File: config.mk
export PLATFORM = sky130hd
export DESIGN_NAME = inv_mix_column_seq
export DESIGN_NICKNAME = d
export VERILOG_FILES = /design/src/rtl/ssaes_pkg.sv /design/src/rtl/inv_mix_column_col.sv /design/src/rtl/inv_mix_column_seq.sv
export SDC_FILE = /design/constraint.sdc
export NUM_CORES = 1
export LEC_CHECK = 0
export ABC_CLOCK_PERIOD_IN_PS = 3050
export CORE_MARGIN = 1.5
export CORE_UTILIZATION = 46
export DETAILED_ROUTE_END_ITERATION = 12
export HOLD_SLACK_MARGIN = 0.03
export PLACE_DENSITY = 0.91
export SLEW_MARGIN = 15
export SYNTH_ARGS = -nofsm -noshare
export SYNTH_HDL_FRONTEND = slang
export SYNTH_SLANG_ARGS = --single-unit
File: constraint.sdc
create_clock -name clk -period 3.05 [get_ports clk]
set_input_delay 0.305 -clock clk [delete_from_list [all_inputs] [get_ports clk]]
set_output_delay 0.305 -clock clk [all_outputs]
set_load 0.05 [all_outputs]
File: src/rtl/ssaes_pkg.sv
// Shared SSAES444 definitions: FSM states, GF(2^4) field constants and the
// nibble multiplier used by the column mixers.
package ssaes_pkg;

    typedef enum logic [1:0] {
        ST_IDLE = 2'd0,
        ST_BUSY = 2'd1,
        ST_DONE = 2'd2
    } state_t;

    localparam logic [3:0] GF_POLY_LOW = 4'h3;

    localparam logic [3:0] INV_COEF_E = 4'hE;
    localparam logic [3:0] INV_COEF_B = 4'hB;
    localparam logic [3:0] INV_COEF_D = 4'hD;
    localparam logic [3:0] INV_COEF_9 = 4'h9;

    // First row of the inverse circulant; element 0 is the leftmost nibble.
    localparam logic [0:3][3:0] INV_ROW = {INV_COEF_E, INV_COEF_B, INV_COEF_D, INV_COEF_9};

    // Carry-less multiply into 7 bits, then fold bits 6..4 back using x^4 = poly.
    function automatic logic [3:0] gf16_mul(input logic [3:0] a,
                                            input logic [3:0] b,
                                            input logic [3:0] poly);
        logic [6:0] p;
        p = '0;
        for (int i = 0; i < 4; i++) begin
            if (b[i]) p = p ^ 7'({3'b000, a} << i);
        end
        for (int i = 6; i >= 4; i--) begin
            if (p[i]) p = p ^ 7'({2'b00, 1'b1, poly} << (i - 4));
        end
        return p[3:0];
    endfunction

endpackage

File: src/rtl/inv_mix_column_col.sv
// Combinational InvMixColumns of a single 4-nibble column (row 0 is the
// most-significant nibble).
module inv_mix_column_col
    import ssaes_pkg::*;
#(
    parameter logic [3:0] POLY_LOW = ssaes_pkg::GF_POLY_LOW
) (
    input  logic [0:3][3:0] col_in,
    output logic [0:3][3:0] col_out
);

    always_comb begin
        col_out = '0;
        for (int r = 0; r < 4; r++) begin
            for (int k = 0; k < 4; k++) begin
                col_out[r] = col_out[r] ^ gf16_mul(INV_ROW[2'(k - r)], col_in[k], POLY_LOW);
            end
        end
    end

endmodule

File: src/rtl/inv_mix_column_seq.sv
// Sequential InvMixColumns for a 64-bit SSAES444 state: one column per cycle
// through a single shared column mixer, valid/ready on both sides.
module inv_mix_column_seq
    import ssaes_pkg::*;
#(
    parameter logic [3:0] GF_POLY_LOW = ssaes_pkg::GF_POLY_LOW
) (
    input  logic        clk,
    input  logic        rst,
    input  logic        in_valid,
    output logic        in_ready,
    input  logic [63:0] in_state,
    output logic        out_valid,
    input  logic        out_ready,
    output logic [63:0] out_state
);

    state_t          state_q, state_d;
    logic [1:0]      col_q, col_d;
    logic [63:0]     work_q, work_d;
    logic [0:3][3:0] col_sel;
    logic [0:3][3:0] col_mix;

    always_comb begin
        col_sel = work_q[63:48];
        case (col_q)
            2'd0: col_sel = work_q[63:48];
            2'd1: col_sel = work_q[47:32];
            2'd2: col_sel = work_q[31:16];
            2'd3: col_sel = work_q[15:0];
            default: col_sel = work_q[63:48];
        endcase
    end

    inv_mix_column_col #(
        .POLY_LOW(GF_POLY_LOW)
    ) u_col (
        .col_in (col_sel),
        .col_out(col_mix)
    );

    always_comb begin
        state_d = state_q;
        col_d   = col_q;
        work_d  = work_q;
        case (state_q)
            ST_IDLE: begin
                if (in_valid) begin
                    work_d  = in_state;
                    col_d   = 2'd0;
                    state_d = ST_BUSY;
                end
            end
            ST_BUSY: begin
                case (col_q)
                    2'd0: work_d[63:48] = col_mix;
                    2'd1: work_d[47:32] = col_mix;
                    2'd2: work_d[31:16] = col_mix;
                    2'd3: work_d[15:0]  = col_mix;
                    default: work_d = work_q;
                endcase
                col_d = col_q + 2'd1;
                if (col_q == 2'd3) state_d = ST_DONE;
            end
            ST_DONE: begin
                if (out_ready) state_d = ST_IDLE;
            end
            default: state_d = ST_IDLE;
        endcase
    end

    always_ff @(posedge clk) begin
        if (rst) begin
            state_q <= ST_IDLE;
            col_q   <= 2'd0;
            work_q  <= 64'h0;
        end else begin
            state_q <= state_d;
            col_q   <= col_d;
            work_q  <= work_d;
        end
    end

    assign in_ready  = (state_q == ST_IDLE);
    assign out_valid = (state_q == ST_DONE);
    assign out_state = work_q;

endmodule

* Word-level counts from Yosys, hierarchy flattened
Cells that the tools add are included.
Storage, ports and cells: output and inout bits 66, bits in registers 68, word-level logic and storage cells 196, bits of input ports 68
Operators by class: reductions and logical operators 9, $add $sub $neg 1, mux-type cells 97, bitwise gates (word level) 72, eq/ne operators 11
Operator list (count):
- 64-bit case mux with 2 select lines | 1
- 4-bit 2-to-1 mux | 24
- 7-bit 2-to-1 mux | 12
- 6-bit 2-to-1 mux | 12
- 2-bit NOT | 36
- 2-bit NOT with 3-bit output | 24
- 16-bit 2-to-1 mux | 4
- 64-bit 2-to-1 mux | 1
- 16-bit case mux with 4 select lines | 1
- 5-bit 2-to-1 mux | 12
- 4-bit bitwise XOR | 12
- 3-bit 2-to-1 mux | 12
- 2-bit 2-to-1 mux | 16
- 3-bit AND reduction | 5
- 2-bit by 1-bit inequality test with 1-bit output (second input constant) | 4
- 2-bit equality test (second input constant) | 3
- 2-bit case mux with 3 select lines | 1
- 2-bit by 1-bit equality test with 1-bit output (second input constant) | 2
- 2-bit zero test | 2
- 2-bit inequality test (second input constant) | 2
- 2-bit case mux with 2 select lines | 1
- 2-bit by 1-bit adder with 2-bit output (second input constant) | 1
- 2-bit AND reduction | 1
- 2-bit nonzero test | 1

* Longest topological paths before layout
Gate-level depths: netlist (run 1).
word-level depth 20, gate-level depth with buffers 10, gate-level depth less buffers 8

* Cells and area by module
A second synthesis (run 1) with hierarchy kept.
Second synthesis, totals: cells, all modules 409, area total of the unflattened synthesis 3995.1 um2
Modules (own cells, without submodules):
- inv_mix_column_seq | area each 3455.8 um2, seq. area each 1361.3 um2, instances 1, cells each 373
- inv_mix_column_col | area each 539.3 um2, seq. area each 0.0 um2, instances 1, cells each 36

* Worst setup path after synthesis (run 1)
Ideal clock, no wire load.
path kind register to register, from reg col_q[0], to reg work_q[17] (netlist: out_state[17]), arrival time 2.413 ns, setup time 0.126 ns, period minus slack after synthesis 2.539 ns, data required time 2.924 ns, path buffers 2, slack 0.511 ns, cell stages (with the launch flop) 11, path through dfxtp_1 > inv_1 > ha_1 > buf_4 > buf_6 > a222oi_1 > xor2_1 > xor2_1 > mux2i_1 > mux2i_1 > o21ai_1
On the way: word-level cells in the longest chain between the ends 17, elaborated cells between the ends (all ways) 34, those cells by class eq/ne (4); mux (17); bitwise (11); reduce/logical (2)
Ends and longest elaborated chain:
- start: declaration | line inv_mix_column_seq.sv:19 | logic [1:0] col_q, col_d;
- start signal: assignment | line inv_mix_column_seq.sv:79 | col_q <= col_d;
- 2-bit equality test, or another cell as far along | line inv_mix_column_seq.sv:26 | case (col_q)
- 16-bit case mux with 4 select lines | line inv_mix_column_seq.sv:26
- 4-bit 2-to-1 mux | line ssaes_pkg.sv:28 | if (b[i]) p = p ^ 7'({3'b000, a} << i);
- 2-bit NOT with 3-bit output (no source line)
- 5-bit 2-to-1 mux | line ssaes_pkg.sv:28
- 6-bit 2-to-1 mux | line ssaes_pkg.sv:28
- 7-bit 2-to-1 mux | line ssaes_pkg.sv:28
- 4-bit 2-to-1 mux | line ssaes_pkg.sv:31 | if (p[i]) p = p ^ 7'({2'b00, 1'b1, poly} << (i - 4));
- 2-bit NOT (no source line)
- 3-bit 2-to-1 mux | line ssaes_pkg.sv:31
- 2-bit NOT (no source line)
- 2-bit 2-to-1 mux | line ssaes_pkg.sv:31
- 4-bit bitwise XOR (3 in a row) | line inv_mix_column_col.sv:16 | col_out[r] = col_out[r] ^ gf16_mul(INV_ROW[2'(k - r)], col_in[k], POLY_LOW);
- 16-bit 2-to-1 mux | line inv_mix_column_seq.sv:55 | case (col_q)
- 64-bit case mux with 2 select lines | line inv_mix_column_seq.sv:46 | case (state_q)
- end signal: assignment | line inv_mix_column_seq.sv:80 | work_q <= work_d;
- end: declaration | line inv_mix_column_seq.sv:20 | logic [63:0] work_q, work_d;
Several ways; a longest one is shown, not always the timed one. The select of a mux whose other input is x is not followed. A chain may end at the register's enable or synchronous reset.

* Worst setup path in the final report (run 1)
from reg col_q[0], to reg work_q[33] (netlist: out_state[33])
On the way: word-level cells in the longest chain between the ends 17, elaborated cells between the ends (all ways) 34, those cells by class eq/ne (4); mux (17); bitwise (11); reduce/logical (2)
Ends and longest elaborated chain (line):
- 2-bit equality test, or another cell as far along | inv_mix_column_seq.sv:26
- 16-bit case mux with 4 select lines | inv_mix_column_seq.sv:26
- 4-bit 2-to-1 mux | ssaes_pkg.sv:28
- 2-bit NOT with 3-bit output (no source line)
- 5-bit 2-to-1 mux | ssaes_pkg.sv:28
- 6-bit 2-to-1 mux | ssaes_pkg.sv:28
- 7-bit 2-to-1 mux | ssaes_pkg.sv:28
- 4-bit 2-to-1 mux | ssaes_pkg.sv:31
- 2-bit NOT (no source line)
- 3-bit 2-to-1 mux | ssaes_pkg.sv:31
- 2-bit NOT (no source line)
- 2-bit 2-to-1 mux | ssaes_pkg.sv:31
- 4-bit bitwise XOR (3 in a row) | inv_mix_column_col.sv:16
- 16-bit 2-to-1 mux | inv_mix_column_seq.sv:55
- 64-bit case mux with 2 select lines | inv_mix_column_seq.sv:46
Several ways; a longest one is shown, not always the timed one. The select of a mux whose other input is x is not followed.

==> summary.md, run 1 <==
| Metric | Value |
|---|---|
| Total chip power | `3.53 mW` |
| Routed WL per cell | `19.5 um` |
| Max cap viols | `0` |
| Post-Layout Cell Count | `706` |
| Setup Viol. Count Final | `0` |
| Synthesized area | `3910 sq um` |
| TritonCTS buffer count | `9` |
| RSZ-0062 raised after global routing | `no` |
| Pins Over Slew Limit | `0` |
| Final wirelength | `13,800 um` |
| Finished Core Util | `68.8%` |
| Hold Crit Endpoint | `out_state[45]` |
| Clock root cell | `clkbuf_8` |
| Syn avg cell area | `8.56 sq um` |
| Nets | `668` |
| Yosys warning count | `0` |
| Die X-Extent | `95.2 um` |
| Post-detail-place hpwl | `10,100 um` |
| First-pass GRT wire length | `20,900 um` |
| Largest net degree at the start of global routing | `32` |
| Initial antenna violation count | `0` |
| GRT met1 Usage | `41.2%` |
| TritonCTS clock tree | `done` |
| DP Cell Count | `684` |
| Sequential share of the synthesized area | `34.8%` |
| Area Overhead vs Synth | `44.5%` |
| Worst Path Arrival | `3.16 ns` |
| Netlist cell types | `36` |
| Register-to-register setup slack | `0.13 ns` |
| Htree depth | `3` |
| Top cells by count, synth | `dfxtp_1 (68), o21ai_0 (43), nand2_1 (42), xnor2_1 (32)` |
| Vias in the first global route | `4,051` |
| Fillers | `617` |
| Syn Nets | `529` |
| Pwr per Cell Area | `624 nW/um^2` |
| Worst-path clk slew | `0.07 ns` |
| Chip height | `95.2 um` |
| Reg-to-reg endpoint | `out_state[33]` |
| CP Capture Type | `flip-flop` |
| Critical Path Start Type | `flip-flop` |
| Max clock buf depth | `2` |
| Fin. Hold Viols | `0` |
| Hold depth | `2` |
| Area leader, netlist | `dfxtp_1` |
| Antenna viol nets, final | `0` |
| Core Footprint | `8220 sq um` |
| Kind of critical path | `flip-flop to flip-flop` |
| Final min period | `2.92 ns` |
| Number of cell rows | `33` |
| Worst slew pin tran | `1.11 ns` |
| Final WS setup | `0.128 ns` |
| Hold Startpoint | `out_state[45]` |
| Post-synth EDFFs | `0` |
| Total track usage | `30.6%` |
| Primary FF master, synth | `dfxtp_1` |
| LEAKAGE | `2.16 nW` |
| Cells after synthesis | `457` |
| GR Layer Usage met3 | `5.82%` |
| Initial Util | `47.6%` |
| Most frequent cell after synthesis | `dfxtp_1` |
| Slew headroom | `26.0%` |
| Routability cong. | `0.938` |
| Worst R2R Start | `col_q[0]` |
| GRT overflow | `0` |
| Clock Sinks | `68` |
| Worst min-delay path category | `flip-flop to flip-flop` |
| Outcome | `finished, final reports clean` |
| Synthesized flop and latch total | `68` |
| Setup WS pre-CTS | `-0.0958 ns` |
| Layout cells sized above 1 | `10.1%` |
| Via-per-instance ratio | `5.97` |
| Die area | `9070 sq um` |
| Via count | `4,213` |
| R2R depth | `9` |
| Period utilisation layout | `95.8%` |
| Critical path required time | `3.28 ns` |
| Top cells by area, synth | `dfxtp_1 (35%), xnor2_1 (7.2%), a22o_1 (6.3%), xor2_1 (5.8%), o21ai_0 (5.5%)` |
| Final setup skew | `0.0150 ns` |
| Crit Path Max Fanout | `15` |
| DRC Markers | `0` |
| Met2 GRT Util | `47.9%` |
| Async SR Flop Fraction | `0%` |
| Buffers added on ports | `133` |
| Top-area cell type share of the netlist area | `34.8%` |
| GR peak layer | `met2` |
| Max VDD drop | `0.358 mV` |
| Total I/O pin count | `134` |
| Initial drt markers | `485` |
| Drt pass-1 iters | `6` |
| Worst-skew pair later-pin latency | `0.35 ns` |
| FMAX | `342 MHz` |
| Number of antenna diodes | `0` |
-- sequential cells by signal, summed over array words and instances (netlist names) --
register / cells
out_state: 64
state_q: 2
col_q: 2
-- worst max-delay path by stage --
stage / from / end / slack [ns] / cells past startpoint
floorplan: col_q[0] / out_state[17] / 0.51 / 10
global placement: col_q[0] / out_state[33] / 0.01 / 9
detailed placement: col_q[0] / out_state[33] / -0.1 / 9
CTS: col_q[0] / out_state[33] / 0.006 / 9
global route: col_q[0] / out_state[17] / 0.01 / 9
finish: col_q[0] / out_state[33] / 0.13 / 9
-- logic make-up after synthesis --
logic type,Yosys count,synth area share (%)
adders and majority gates,4,1.28
xor gates and xnor gates,59,13.6
muxes,16,4.16
buffers and inverters,39,4.76
and+or+nand+nor,100,11.8
DFF,68,34.8
AOI/OAI and AO/OA,171,29.6
-- through the flow --
step,TNS (ns),hold WS [ns],cell area [sq um]
finish,0,0.488,5660
global route,0,0.503,5660
CTS,0,0.481,5600
detailed placement,-0.363,0.471,5380
global placement,0,0.470,5380
floorplan,0,0.487,3910
-- layout make-up --
cell class | instances | area (sq um) | area share (%)
tap | 105 | 131 | 2.32
multi-input combinational | 350 | 2400 | 42.4
timing repair buffer | 161 | 1540 | 27.3
sequential | 68 | 1360 | 24.1
inverter | 6 | 22.5 | 0.398
clock inverter | 4 | 47.5 | 0.841
clock buffer | 12 | 155 | 2.74
-- what timing repair did --
| action | CTS | global route |
|---|---|---|
| hold endpoints to repair | 0 | 0 |
| gates resized for setup | 3 | 3 |
| hold buffers | 0 | 0 |
| pin swaps | 0 | 5 |
| setup endpoints to repair | 4 | 47 |
| setup buffers | 0 | 6 |
-- metal layers --
layer | up-vias | routed length, um
met3 | 34 | 1380
met5 | - | 0
met4 | 0 | 308
met2 | 277 | 6370
met1 | 1960 | 5730
li1 | 1942 | -
-- worst max-delay path: stages (launching register included) --
cell      delay (ns)
dfxtp_1         0.35
ha_2            0.31
buf_4           0.20
a222oi_1        0.49
buf_4           0.24
xor2_1          0.24
xor2_1          0.15
mux2i_2         0.35
mux2i_4         0.37
o21ai_1         0.11
-- cell usage in the layout, fill, tap and decap left out, drive strengths merged --
cell / n
a222oi: 16
nand2: 42
clkbuf: 12
clkdlybuf4s50: 133
nand3: 1
nand2b: 2
inv: 6
o22ai: 16
bufinv: 1
clkinvlp: 1
mux2: 2
a22oi: 1
dfxtp: 68
xnor2: 32
nor2: 22
a22o: 28
mux2i: 14
and3: 16
o21a: 28
xor2: 26
ha: 4
nor3: 5
o211ai: 1
a21oi: 26
buf: 28
nor2b: 3
a211oi: 1
a211o: 1
or2: 6
and2: 3
o21ai: 53
xor3: 1
clkinv: 2
-- report_power, final --
part,internal (mW),switching [mW]
Clock,0.420,0.357
Combinational,0.644,0.964
Sequential,1.00,0.145
Power figures use the tool's default switching activity.
==> run 2: changes to the inputs <==
Settings changed: ABC_AREA set to 1, CORE_MARGIN 1.5 to 3, CORE_UTILIZATION 46 to 48, PLACE_DENSITY 0.91 to 0.92.
==> run 2 against run 1 <==
Against the previous run: cell count rose by 25%; worst hold slack improved by 0.040 ns; wire length rose by 16%; synthesized area rose by 12%; clock skew fell by 0.0027 ns; first-iteration DRC count fell by 3.9%; cell area rose by 4.3%; fmax rose by 6.6%; sequential power fell by 4%; largest power group unchanged; highest routed layer unchanged.
==> summary.md, run 2 <==
| Metric | Value |
|---|---|
| RSZ-0062 raised after global routing | `no` |
| Slew headroom | `39.9% (+14 points)` |
| Top cells by count, synth | `nand2_1 (204), a21oi_1 (122), dfxtp_1 (68), o21ai_0 (63), nand3_1 (26)` |
| Top-area cell type share of the netlist area | `31.2% (-3.6 points)` |
| Total track usage | `30.5% (about the same)` |
| Synthesized flop and latch total | `68 (unchanged)` |
| Die X-Extent | `101 um (+6.4%)` |
| Fin. Hold Viols | `0 (unchanged)` |
| Clock Sinks | `68 (unchanged)` |
| Htree depth | `3 (unchanged)` |
| GRT overflow | `0 (unchanged)` |
| CP Capture Type | `flip-flop` |
| Critical path required time | `3.35 ns (+0.07 ns)` |
| Kind of critical path | `flip-flop to flip-flop` |
| Worst Path Arrival | `3.04 ns (-0.12 ns)` |
| Drt pass-1 iters | `6 (unchanged)` |
| Via count | `5,223 (+24%)` |
| Most frequent CP cell | `nand3_1` |
| Final wirelength | `16,000 um (+16%)` |
| Area Overhead vs Synth | `35.2%` |
| Top cells by area, synth | `dfxtp_1 (31%), nand2_1 (18%), a21oi_1 (14%), o21ai_0 (7.2%), nand3_1 (3.0%)` |
| Critical Path Start Type | `flip-flop` |
| Worst-skew pair later-pin latency | `0.37 ns (+0.02 ns)` |
| Critical path cell sequence | `inv_1, ha_1, inv_2, nand2_1, o21ai_2, inv_1, nand2_1, nand3_1, nand3_1, nand3_1, a21oi_1` |
| Die area | `10,300 sq um (+13%)` |
| Commonest non-fill, non-tap cells in the layout | `nand2_1 (204), clkdlybuf4s50_1 (133), a21oi_1 (122)` |
| Crit path max-delay family | `simple AND/OR/NAND/NOR gates` |
| Core Footprint | `8760 sq um (+6.7%)` |
| Async SR Flop Fraction | `0% (unchanged)` |
| Design area | `5900 sq um (+4.3%)` |
| Most frequent cell after synthesis | `nand2_1` |
| Pins Over Slew Limit | `0 (unchanged)` |
| Max cap viols | `0 (unchanged)` |
| Pwr per Cell Area | `639 nW/um^2 (+2.3%)` |
| Chip height | `101 um (+6.4%)` |
| Yosys warning count | `0 (unchanged)` |
| Nets | `839 (+26%)` |
| Total negative slack | `0 ns (unchanged)` |
| FMAX | `365 MHz (+6.6%)` |
| Max VDD drop | `0.374 mV (+4.4%)` |
| Buffers added on ports | `133 (unchanged)` |
| Routed WL per cell | `18.2 um (-6.9%)` |
| First-pass GRT wire length | `24,700 um (+18%)` |
| Post-synth EDFFs | `0 (unchanged)` |
| Crit-path slowest cell | `inv_2` |
| Hold-fix buffers, CTS | `0 (unchanged)` |
| Syn Nets | `718 (+36%)` |
| Total chip power | `3.77 mW (+6.8%)` |
| Routability cong. | `0.987 (+5.3%)` |
| Final WS setup | `0.308 ns (+0.180 ns)` |
| Primary FF master, synth | `dfxtp_1` |
| Setup Viol. Count Final | `0 (unchanged)` |
| Final setup skew | `0.0124 ns (-0.00268 ns)` |
| TritonCTS buffer count | `9 (unchanged)` |
| Post-CTS Setup Bufs | `0 (unchanged)` |
| Worst slew pin tran | `0.902 ns (-0.204 ns)` |
| Layout cells sized above 1 | `13.7% (+3.6 points)` |
| Area leader, netlist | `dfxtp_1` |
| Final min period | `2.74 ns (-0.180 ns)` |
| Post-DP Area | `5690 sq um (+5.7%)` |
| Sequential share of the synthesized area | `31.2% (-3.6 points)` |
| Synthesized area | `4360 sq um (+12%)` |
| TritonCTS clock tree | `done` |
| DRC Markers | `0 (unchanged)` |
| Netlist cell types | `35 (-2.8%)` |
| Initial Util | `49.8% (+2.2 points)` |
| Post-detail-place hpwl | `11,800 um (+18%)` |
| Number of cell rows | `34 (+3.0%)` |
| Worst-path clk slew | `0.08 ns (about the same)` |
| Antenna viol nets, final | `0 (unchanged)` |
| Crit Path Max Fanout | `32 (+17)` |
| Via-per-instance ratio | `5.94 (-0.54%)` |
| Clock root cell | `clkbuf_8` |
| Hold Slack | `0.528 ns (+0.0404 ns)` |
| Largest net degree at the start of global routing | `61 (+91%)` |
| Initial antenna violation count | `0 (unchanged)` |
| Max reg flops | `64 (unchanged)` |
| Worst min-delay path category | `flip-flop to flip-flop` |
| Number of antenna diodes | `0 (unchanged)` |
| Outcome | `finished, final reports clean` |
| LEAKAGE | `2.48 nW (+15%)` |
| Period utilisation layout | `89.9% (-5.9 points)` |
| Commonest non-fill, non-tap cell in the layout | `nand2_1` |
| Syn avg cell area | `6.75 sq um (-21%)` |
| Vias in the first global route | `4,984 (+23%)` |
| Max clock buf depth | `2 (unchanged)` |
| Max incr delay on CP | `0.49 ns (about the same)` |
| Post_cts resized | `0 (-3)` |
| Total I/O pin count | `134 (unchanged)` |
| Cells after synthesis | `646 (+41%)` |
| CP Buf/Inv Count | `3 (+1)` |
| Initial drt markers | `466 (-3.9%)` |
| Setup WS pre-CTS | `0.391 ns (+0.487 ns)` |
-- run 2: changes by cell type in the layout (fill, tap and decap cells not counted), sizes merged, moves of 27 or more --
cell,delta
a21oi,+105
a22o,-28
inv,+32
nand2,+175
nand3,+37
o21a,-27
xnor2,-28
-- run 2: final timing paths --
path | startpoint | to | slack [ns] | cells after the start
setup / recovery | col_q[0] | out_state[21] | 0.31 | 11
hold reg to reg | col_q[1] | col_q[1] | 0.53 | 2
hold / removal | col_q[1] | col_q[1] | 0.53 | 2
setup reg to reg | col_q[0] | out_state[21] | 0.31 | 11
-- run 2: kinds of logic (layout without fill, tap and decap cells) --
family / after synthesis / count (layout) / synth area share, %
adder cells (fa/ha/maj): 4 / 4 / 1.15
AO/OA/AOI/OAI: 211 / 211 / 27.5
XOR/XNOR: 9 / 9 / 2.32
flip-flops: 68 / 68 / 31.2
AND/OR/NAND/NOR: 286 / 286 / 30.0
buffers and inverters: 68 / 194 / 7.80
-- run 2: per-stage QoR --
step / instances / utilization [%]
2_1_floorplan: 646 / -
3_3_place_gp: 864 / 64.9
3_5_place_dp: 864 / 64.9
4_1_cts: 880 / 67.3
5_1_grt: 880 / 67.3
6_report: 880 / 67.3
-- run 2: worst reg2reg max path: stages (launching register included) --
cell     delay, ns
dfxtp_1       0.37
inv_1         0.10
ha_1          0.21
inv_2         0.49
nand2_1       0.15
o21ai_2       0.33
inv_1         0.17
nand2_1       0.12
nand3_1       0.09
nand3_1       0.10
nand3_1       0.31
a21oi_1       0.24
-- run 2: area by class of cell --
class                   count  area (sq um)
clock buffers              10           138
inverters                  36           135
well taps                 108           135
clock inverters             6          71.3
fillers                   717          2860
multi-input cells         510          2660
repair buffers            142          1400
flip-flops and latches     68          1360
-- run 2: per-layer routing --
layer	up-vias	wire, um	GRT usage (%)	part of all wire [%]
li1	2393	-	-	-
met1	2347	5760	36.9	36
met2	410	7550	51.2	47
met3	73	1910	5.92	12
met4	0	773	16.5	4.8
met5	-	0	0	0
-- run 2: where the power goes --
group | switching (mW) | internal [mW] | leakage, nW
Combinational | 1.25 | 0.623 | 1.82
Clock | 0.395 | 0.407 | 0.0995
Sequential | 0.106 | 0.991 | 0.564
Total | 1.75 | 2.02 | 2.48
==> run 3: changes to the inputs <==
Settings changed: CTS_CLUSTER_DIAMETER set to 30, REMOVE_ABC_BUFFERS set to 1, SLEW_MARGIN 15 to 20.
==> run 3 against run 2 <==
Against the previous run: worst setup slack gained 0.10 ns; core utilization is essentially flat; sequential share of layout area is essentially flat; highest routed layer unchanged.
==> summary.md, run 3 (synthesis gave the netlist of run 2 again) <==
| Metric | Value |
|---|---|
| Outcome | `finished, final reports clean` |
| Multi-input gate area | `2660 sq um (unchanged)` |
| Pwr per Cell Area | `624 nW/um^2 (-2.3%)` |
| Vias in the first global route | `4,857 (-2.5%)` |
| Number of antenna diodes | `0 (unchanged)` |
| Total negative slack | `0 ns (unchanged)` |
| Worst-skew pair later-pin latency | `0.36 ns (about the same)` |
| Reg area | `1360 sq um (unchanged)` |
| Setup Viol. Count Final | `0 (unchanged)` |
| Finished Core Util | `67.3% (about the same)` |
| Die X-Extent | `101 um (unchanged)` |
| TritonCTS clock tree | `done` |
| Setup WS pre-CTS | `0.448 ns (+0.0562 ns)` |
| Final wirelength | `14,800 um (-7.4%)` |
| Max clock buf depth | `2 (unchanged)` |
| Period utilisation layout | `86.6% (-3.3 points)` |
| Antenna viol nets, final | `0 (unchanged)` |
| Chip height | `101 um (unchanged)` |
| Max VDD drop | `0.321 mV (-14%)` |
| Nets | `841 (+0.24%)` |
| Via count | `5,018 (-3.9%)` |
| Max cap viols | `0 (unchanged)` |
| Drt pass-1 iters | `5 (-1)` |
| Critical path required time | `3.33 ns (-0.02 ns)` |
| LEAKAGE | `2.49 nW (about the same)` |
| Routed WL per cell | `16.8 um (-7.6%)` |
| R2R depth | `12 (+1)` |
| Fin. Hold Viols | `0 (unchanged)` |
| Largest net degree at the start of global routing | `66 (+8.2%)` |
| CP Capture Type | `flip-flop` |
| First-pass GRT wire length | `22,800 um (-7.9%)` |
| Final min period | `2.64 ns (-0.100 ns)` |
| Initial antenna violation count | `0 (unchanged)` |
| Pins Over Slew Limit | `0 (unchanged)` |
| Layout cells sized above 1 | `14.0% (+0.22 points)` |
| Slew headroom | `43.0% (+3.1 points)` |
| Buffers added on ports | `133 (unchanged)` |
| Fillers | `753 (+5.0%)` |
| Worst-path clk slew | `0.08 ns (about the same)` |
| Commonest non-fill, non-tap cell in the layout | `nand2_1` |
| FMAX | `378 MHz (+3.8%)` |
| Crit Path Max Fanout | `33 (+3.1%)` |
| Post-CTS Setup Bufs | `0 (unchanged)` |
| Worst Path Arrival | `2.92 ns (-0.12 ns)` |
| Number of cell rows | `34 (unchanged)` |
| Hold depth | `2 (unchanged)` |
| RSZ-0062 raised after global routing | `no` |
| Critical Path Start Type | `flip-flop` |
| Initial Util | `49.8% (unchanged)` |
| Final setup skew | `0.0122 ns (-0.000130 ns)` |
| Htree depth | `3 (unchanged)` |
| Total track usage | `28.0% (-2.5 points)` |
| Hold-fix buffers, CTS | `0 (unchanged)` |
| Total I/O pin count | `134 (unchanged)` |
| TritonCTS buffer count | `9 (unchanged)` |
| Clock Sinks | `68 (unchanged)` |
| Clock root cell | `clkbuf_8` |
| Final WS setup | `0.408 ns (+0.100 ns)` |
| Commonest non-fill, non-tap cells in the layout | `nand2_1 (204), clkdlybuf4s50_1 (133), a21oi_1 (122)` |
| DRC Markers | `0 (unchanged)` |
| Post-DP Area | `5710 sq um (+0.26%)` |
| Initial drt markers | `451 (-3.2%)` |
| Post-detail-place hpwl | `10,400 um (-12%)` |
| Worst slew pin tran | `0.855 ns (-0.0467 ns)` |
| Via-per-instance ratio | `5.69 (-4.1%)` |
| Post_cts resized | `0 (unchanged)` |
| Die area | `10,300 sq um (unchanged)` |
| Core Footprint | `8760 sq um (unchanged)` |
| GRT overflow | `0 (unchanged)` |
| Design area | `5900 sq um (about the same)` |
| Max reg flops | `64 (unchanged)` |
| Worst min-delay path category | `flip-flop to flip-flop` |
| Total chip power | `3.68 mW (-2.3%)` |
| Routability cong. | `0.907 (-8.2%)` |
| Area Overhead vs Synth | `35.2% (about the same)` |
| Kind of critical path | `flip-flop to flip-flop` |
==> run 3: worst paths after layout <==
| check | slack (ns) | from | to |
|---|---|---|---|
| worst max-delay path | 0.41 | col_q[0] | out_state[17] |
| worst min-delay path | 0.52 | col_q[1] | col_q[1] |
| worst min register to register | 0.52 | col_q[1] | col_q[1] |
| worst max register to register | 0.41 | col_q[0] | out_state[17] |
==> run 3: layout make-up <==
class	instances	share of cell area, %
tap	108	2.29
multi-input combinational	510	45.1
timing repair buffer	144	24.0
sequential	68	23.1
clock buffer	9	2.10
clock inverter	7	1.15
inverter	36	2.29
==> run 3: power by group <==
part	switching, mW	internal [mW]	total [mW]	leakage (nW)
combinational	1.22	0.624	1.85	1.83
clock	0.382	0.373	0.754	0.0910
sequential	0.0900	0.991	1.08	0.564
total	1.69	1.99	3.68	2.49
==> run 3: per-layer routing <==
layer / track usage, % / wire [um] / vias up
li1: - / - / 2404
met1: 32.6 / 5670 / 2283
met2: 49.3 / 7350 / 288
met3: 5.51 / 1390 / 43
met4: 13.0 / 400 / 0
met5: 0 / 0 / -
==> run 3: through the flow <==
step / std cells / hold slack (ns)
6_report: 882 / 0.521
4_1_cts: 882 / 0.514
3_3_place_gp: 866 / 0.482
2_1_floorplan: 614 / 0.374
5_1_grt: 882 / 0.551
3_5_place_dp: 866 / 0.503
==> run 3: critical path, cell delays in order (launching register included) <==
cell and delay [ns]:
dfxtp_1 0.37, inv_1 0.10, ha_1 0.21, inv_2 0.52, nand2_1 0.21, o21ai_2 0.32
nand2_1 0.12, nand2_1 0.07, nand2_1 0.04, nand2_1 0.07, xor2_1 0.18, nand2_1 0.14
a21oi_1 0.17
